**config.mk**
```make
export PLATFORM = sky130hd
export DESIGN_NAME = parity_command_issuer
export DESIGN_NICKNAME = d
export VERILOG_FILES = /design/src/rtl/parity_command_issuer.sv
export SDC_FILE = /design/constraint.sdc
export NUM_CORES = 1
export LEC_CHECK = 0
export BUFFER_PORTS_ARGS = -buffer_cell sky130_fd_sc_hd__buf_4
export CORE_MARGIN = 2
export CORE_UTILIZATION = 40
export CTS_BUF_LIST = sky130_fd_sc_hd__clkbuf_8
export DETAILED_ROUTE_END_ITERATION = 8
export GPL_TIMING_DRIVEN = 1
export HOLD_SLACK_MARGIN = 0.05
export SLEW_MARGIN = 20
export SYNTH_ARGS = -nofsm -noshare
export SYNTH_HDL_FRONTEND = slang
export SYNTH_SLANG_ARGS = --single-unit
```
**constraint.sdc**
```tcl
create_clock -name clock -period 13.7 [get_ports clock]
set_clock_uncertainty 0.2 [all_clocks]
set_input_delay 1.37 -clock clock [delete_from_list [all_inputs] [get_ports clock]]
set_output_delay 1.37 -clock clock [all_outputs]
set_load 0.005 [all_outputs]
```
**src/rtl/parity_command_issuer.sv**
```systemverilog
// PSL command issuer: credit-limited command launch with per-tag pending tracking,
// odd-parity generation on the command bus, and response-to-completion forwarding.
module parity_command_issuer #(
  parameter int unsigned MAX_OUTSTANDING = 64
) (
  input  logic        clock,
  input  logic        reset,
  input  logic        enable,
  input  logic [7:0]  croom,
  input  logic        req_valid,
  output logic        req_ready,
  input  logic [12:0] req_command,
  input  logic [63:0] req_address,
  input  logic [7:0]  req_tag,
  input  logic [11:0] req_size,
  output logic        cmd_valid,
  output logic [12:0] cmd_command,
  output logic [63:0] cmd_address,
  output logic [7:0]  cmd_tag,
  output logic [11:0] cmd_size,
  output logic        cmd_command_parity,
  output logic        cmd_address_parity,
  output logic        cmd_tag_parity,
  output logic [2:0]  cmd_abt,
  output logic [15:0] cmd_context_handle,
  input  logic        rsp_valid,
  input  logic [7:0]  rsp_tag,
  input  logic [7:0]  rsp_code,
  output logic        done_valid,
  output logic [7:0]  done_tag,
  output logic [7:0]  done_code,
  output logic [7:0]  outstanding,
  output logic        tag_error
);

  typedef enum logic [1:0] {IDLE, LOAD, RUN} state_t;

  localparam logic [7:0] MAX_CREDITS = 8'(MAX_OUTSTANDING);

  state_t       state_reg, state_next;
  logic [7:0]   credits_reg, credits_next;
  logic [7:0]   outstanding_reg, outstanding_next;
  logic [255:0] pending_reg;
  logic         transfer;
  logic         rsp_match;
  logic [7:0]   load_credits;

  logic        cmd_valid_reg;
  logic [12:0] cmd_command_reg;
  logic [63:0] cmd_address_reg;
  logic [7:0]  cmd_tag_reg;
  logic [11:0] cmd_size_reg;
  logic        done_valid_reg;
  logic [7:0]  done_tag_reg;
  logic [7:0]  done_code_reg;
  logic        tag_error_reg;

  assign load_credits = (croom > MAX_CREDITS) ? MAX_CREDITS : croom;
  assign transfer     = req_valid & req_ready;
  assign rsp_match    = rsp_valid & pending_reg[rsp_tag];

  // Pending is the registered bitmap, so a tag answered this cycle cannot be reissued until the next.
  always_comb begin
    req_ready = (state_reg == RUN) & enable & (credits_reg != 8'd0) & ~pending_reg[req_tag];
  end

  always_comb begin
    state_next = state_reg;
    case (state_reg)
      IDLE:    if (enable) state_next = LOAD;
      LOAD:    state_next = RUN;
      RUN:     if (!enable && outstanding_reg == 8'd0) state_next = IDLE;
      default: state_next = IDLE;
    endcase
  end

  always_comb begin
    credits_next     = credits_reg;
    outstanding_next = outstanding_reg;
    if (state_reg == LOAD) begin
      credits_next = load_credits;
    end else begin
      if (transfer)  credits_next = credits_next - 8'd1;
      if (rsp_match) credits_next = credits_next + 8'd1;
    end
    if (transfer)  outstanding_next = outstanding_next + 8'd1;
    if (rsp_match) outstanding_next = outstanding_next - 8'd1;
  end

  always_ff @(posedge clock or posedge reset) begin
    if (reset) begin
      state_reg       <= IDLE;
      credits_reg     <= 8'd0;
      outstanding_reg <= 8'd0;
      tag_error_reg   <= 1'b0;
    end else begin
      state_reg       <= state_next;
      credits_reg     <= credits_next;
      outstanding_reg <= outstanding_next;
      if (rsp_valid && !pending_reg[rsp_tag]) tag_error_reg <= 1'b1;
    end
  end

  // One flop per tag; a transfer and a matched response never target the same tag.
  generate
    for (genvar gi = 0; gi < 256; gi++) begin : g_pending
      always_ff @(posedge clock or posedge reset) begin
        if (reset) begin
          pending_reg[gi] <= 1'b0;
        end else if (transfer && req_tag == 8'(gi)) begin
          pending_reg[gi] <= 1'b1;
        end else if (rsp_match && rsp_tag == 8'(gi)) begin
          pending_reg[gi] <= 1'b0;
        end
      end
    end
  endgenerate

  always_ff @(posedge clock or posedge reset) begin
    if (reset) begin
      cmd_valid_reg   <= 1'b0;
      cmd_command_reg <= 13'd0;
      cmd_address_reg <= 64'd0;
      cmd_tag_reg     <= 8'd0;
      cmd_size_reg    <= 12'd0;
    end else begin
      cmd_valid_reg <= transfer;
      if (transfer) begin
        cmd_command_reg <= req_command;
        cmd_address_reg <= req_address;
        cmd_tag_reg     <= req_tag;
        cmd_size_reg    <= req_size;
      end
    end
  end

  always_ff @(posedge clock or posedge reset) begin
    if (reset) begin
      done_valid_reg <= 1'b0;
      done_tag_reg   <= 8'd0;
      done_code_reg  <= 8'd0;
    end else begin
      done_valid_reg <= rsp_match;
      if (rsp_match) begin
        done_tag_reg  <= rsp_tag;
        done_code_reg <= rsp_code;
      end
    end
  end

  assign cmd_valid          = cmd_valid_reg;
  assign cmd_command        = cmd_command_reg;
  assign cmd_address        = cmd_address_reg;
  assign cmd_tag            = cmd_tag_reg;
  assign cmd_size           = cmd_size_reg;
  assign cmd_command_parity = ~^cmd_command_reg;
  assign cmd_address_parity = ~^cmd_address_reg;
  assign cmd_tag_parity     = ~^cmd_tag_reg;
  assign cmd_abt            = 3'd0;
  assign cmd_context_handle = 16'd0;
  assign done_valid         = done_valid_reg;
  assign done_tag           = done_tag_reg;
  assign done_code          = done_code_reg;
  assign outstanding        = outstanding_reg;
  assign tag_error          = tag_error_reg;

endmodule

```
==> impl_metrics.csv <==
group,metric,value,unit
cells_and_area,nets,2352,
clock_tree,cts_root_buf,"clkbuf_8",
synthesis,netlist_instances,2034,
grt,grt_pass1_vias,17876,
drt,via_per_inst,6.26,
synthesis,ys.warnings.count,0,
clock_tree,postCtsSetupRepairBufs,0,
synthesis,synthArstFlopShare,100,%
setup_path,crit_required,14.08,ns
clock_tree,cts_tree,"built",
power_and_ir_drop,peakVddDrop,0.000383,V
floorplanning,start_util,40.6,%
timing,setup_violations,0,
setup_path,cp_cell_sequence,"buf_4, buf_4, buf_4, mux4_2, o2111ai_1, nand4_1, o32a_1, or4_4, inv_4, buf_4, o311ai_0, o31a_1, nand3_1",
power_and_ir_drop,p_per_area,181,nW/um2
setup_path,critPathKind,"in2reg",
timing,fin_crit_sh,50.0,%
power_and_ir_drop,power.internal,2910,uW
grt,grt_antenna_before_repair,1,
setup_path,worstSetupEndpointType,"flip-flop",
timing,max_freq,146,MHz
clock_tree,clkSinkCount,390,
floorplanning,fp.dieArea,54000,um2
power_and_ir_drop,p_leak,0.0108,uW
clock_tree,clockBufferDepth,3,
synthesis,syn_area,20900,um2
drt,drc,0,
synthesis,synthFlopType,"dfrtp_1",
cells_and_area,final_layout_size_suffix_gt1_share,24.5,%
synthesis,synth_cell_types,71,
drt,wl_per_cell,26.4,um
setup_path,r2r_setup_slack,8.78,ns
run_status,status,"completed",
cells_and_area,areaGrowthSynthToFinish,17.6,%
timing,drv_slew,0,
drt,drt.antenna.violating_nets,0,
placement,dp_hpwl,48900,um
placement,preCtsSetupSlack,6.31,ns
setup_path,start_kind,"input port",
hold_path,min_path_type,"reg2reg",
floorplanning,die_h,232,um
timing,period_needed,6.85,ns
setup_path,arrival,7.23,ns
cells_and_area,fillCellCount,4803,
synthesis,yosysMostFrequentCell,"o21ai_0",
synthesis,syn_avg_cell_area,10.3,um2
hold_path,min_from,"tag_error",
cells_and_area,largest_register_ffs,256,
clock_tree,cts-resized-gates,0,
floorplanning,io_pins,273,
power_and_ir_drop,pwr-share-clk,26.4,%
timing,max_slew_margin,14.7,%
clock_tree,clkTransAtPathRegs,0.06,ns
timing,setup_tns,0,ns
run,cap_violations,0,
setup_path,rr_endpoint,"credits_reg[3]",
placement,port_buffers,253,
timing,finalHoldViolations,0,
grt,overflow,0,
setup_path,reg2reg_depth,11,
synthesis,synth_edf_count,0,
power_and_ir_drop,switchingPower,1510,uW
drt,via_count,18523,
setup_path,cp_slowest_stage_delay,0.72,ns
setup_path,critical-path-slowest-cell,"or4_4",
clock_tree,hold_buffers,0,
synthesis,synth.largest_area_cell,"dfrtp_1",
clock_tree,htreeDepth,3,
synthesis,synthTopCellsByCount,"o21ai_0 (520), dfrtp_1 (390), nand2_1 (287), clkbuf_1 (103), mux4_2 (96)",
grt,grt_pass1_wl,115000,um
hold_path,hold_depth,1,
timing,worstMarginPinSlew,1.28,ns
drt,first_pass_iters,7,
floorplanning,core,51400,um2
synthesis,ys_seq_area_share,46.8,%
floorplanning,row_count,83,
hold_path,hold_end,"tag_error",
floorplanning,die_w,232,um
placement,place_congestion,0.956,
power_and_ir_drop,pwr-share-seq,35.0,%
power_and_ir_drop,combPwrFrac,38.6,%
synthesis,ys_ff_latch,390,
clock_tree,clock_latency,0.67,ns
synthesis,yosys.area.top_type_share,46.8,%
drt,drt_iter0_drc,2611,
timing,setup_ws,6.85,ns
drt,wirelength,78000,um
power_and_ir_drop,switching_share,34.2,%
timing,rsz0062_at_grt,"false",
clock_tree,cts_buffers,73,
setup_path,r2r_start,"pending_reg[59]",
grt,grt_max_degree,115,
setup_path,crit_top_cell,"buf_4",
setup_path,critPathMaxFanout,62,
synthesis,yosys-top-cells-area,"dfrtp_1 (47%), o21ai_0 (12%), mux4_2 (10%), nand2_1 (5.2%), mux2i_1 (4.3%)",
grt,grt.total_usage,28.5,%
worst max-delay path by stage:
stage / slack, ns / start / end
floorplan: 1.29 / reset / cmd_address[0]
global placement: 6.38 / req_tag[1] / credits_reg[3]
detailed placement: 6.31 / req_tag[1] / credits_reg[3]
CTS: 7.00 / req_tag[1] / credits_reg[3]
global route: 6.58 / req_tag[1] / credits_reg[5]
finish: 6.85 / req_tag[1] / credits_reg[3]
power by group through the flow:
stage | combinational (uW) | clock (uW) | sequential, uW
finish | 1710 | 1170 | 1550
global route | 1850 | 1240 | 1580
CTS | 1730 | 1180 | 1550
detailed placement | 1720 | 0 | 1570
global placement | 1700 | 0 | 1560
floorplan | 1020 | 0 | 1520
metrics by stage:
stage          instances  utilization, %  hold WS (ns)  total power (uW)  instance area [um2]
2_1_floorplan       2052               -         0.251              2540                20900
3_3_place_gp        2826            44.7         0.244              3260                23000
3_5_place_dp        2826            44.7         0.260              3290                23000
4_1_cts             2953            47.6         0.270              4460                24500
5_1_grt             2954            47.7         0.279              4670                24500
6_report            2958            47.7         0.265              4430                24500
cells in the final DEF (no fill, tap or decap), drive strengths merged, types with 10 or more instances in the layout:
| master | n |
|---|---|
| mux4 | 96 |
| clkinv | 10 |
| o21ai | 522 |
| clkbuf | 97 |
| nand3 | 57 |
| mux2 | 56 |
| mux2i | 90 |
| xor2 | 15 |
| buf | 273 |
| xnor2 | 84 |
| nand4 | 11 |
| a22oi | 27 |
| dfrtp | 390 |
| nand2 | 287 |
| inv | 30 |
| nor2b | 25 |
| nor2 | 30 |
| conb | 19 |
| nor3 | 12 |
| a21oi | 19 |
area by class of cell:
type,count,area [um2],share of cell area [%]
Timing Repair Buffer,273,2060,8.39
Tap cell,680,851,3.47
Clock buffer,97,1340,5.45
Multi-Input combinational cell,1469,10300,41.9
Sequential cell,390,9760,39.8
Inverter,14,62.6,0.255
Antenna cell,5,12.5,0.0510
Clock inverter,30,161,0.658
worst max-delay path: cells and delay by family:
| family | cells | cell delay (ns) |
|---|---|---|
| compound gates | 4 | 1.25 |
| buf+inv | 5 | 2.91 |
| mux | 1 | 0.59 |
| simple gates | 3 | 0.92 |
kinds of logic after synthesis:
kind of cell	share of synthesized area, %
AO/OA/AOI/OAI	16.2
XOR/XNOR	4.16
adder cells (fa/ha/maj)	0.300
buffers and inverters	4.34
flip-flops	46.8
multiplexers	17.7
other	0.0180
AND/OR/NAND/NOR	10.5
layer usage:
layer	track usage [%]	routed length, um	up-vias
met1	38.6	29800	9234
li1	-	-	7710
met2	41.4	34300	1289
met5	0	0	-
met3	8.68	10100	290
met4	14.3	3880	0
(Power assumes the default switching activity.)
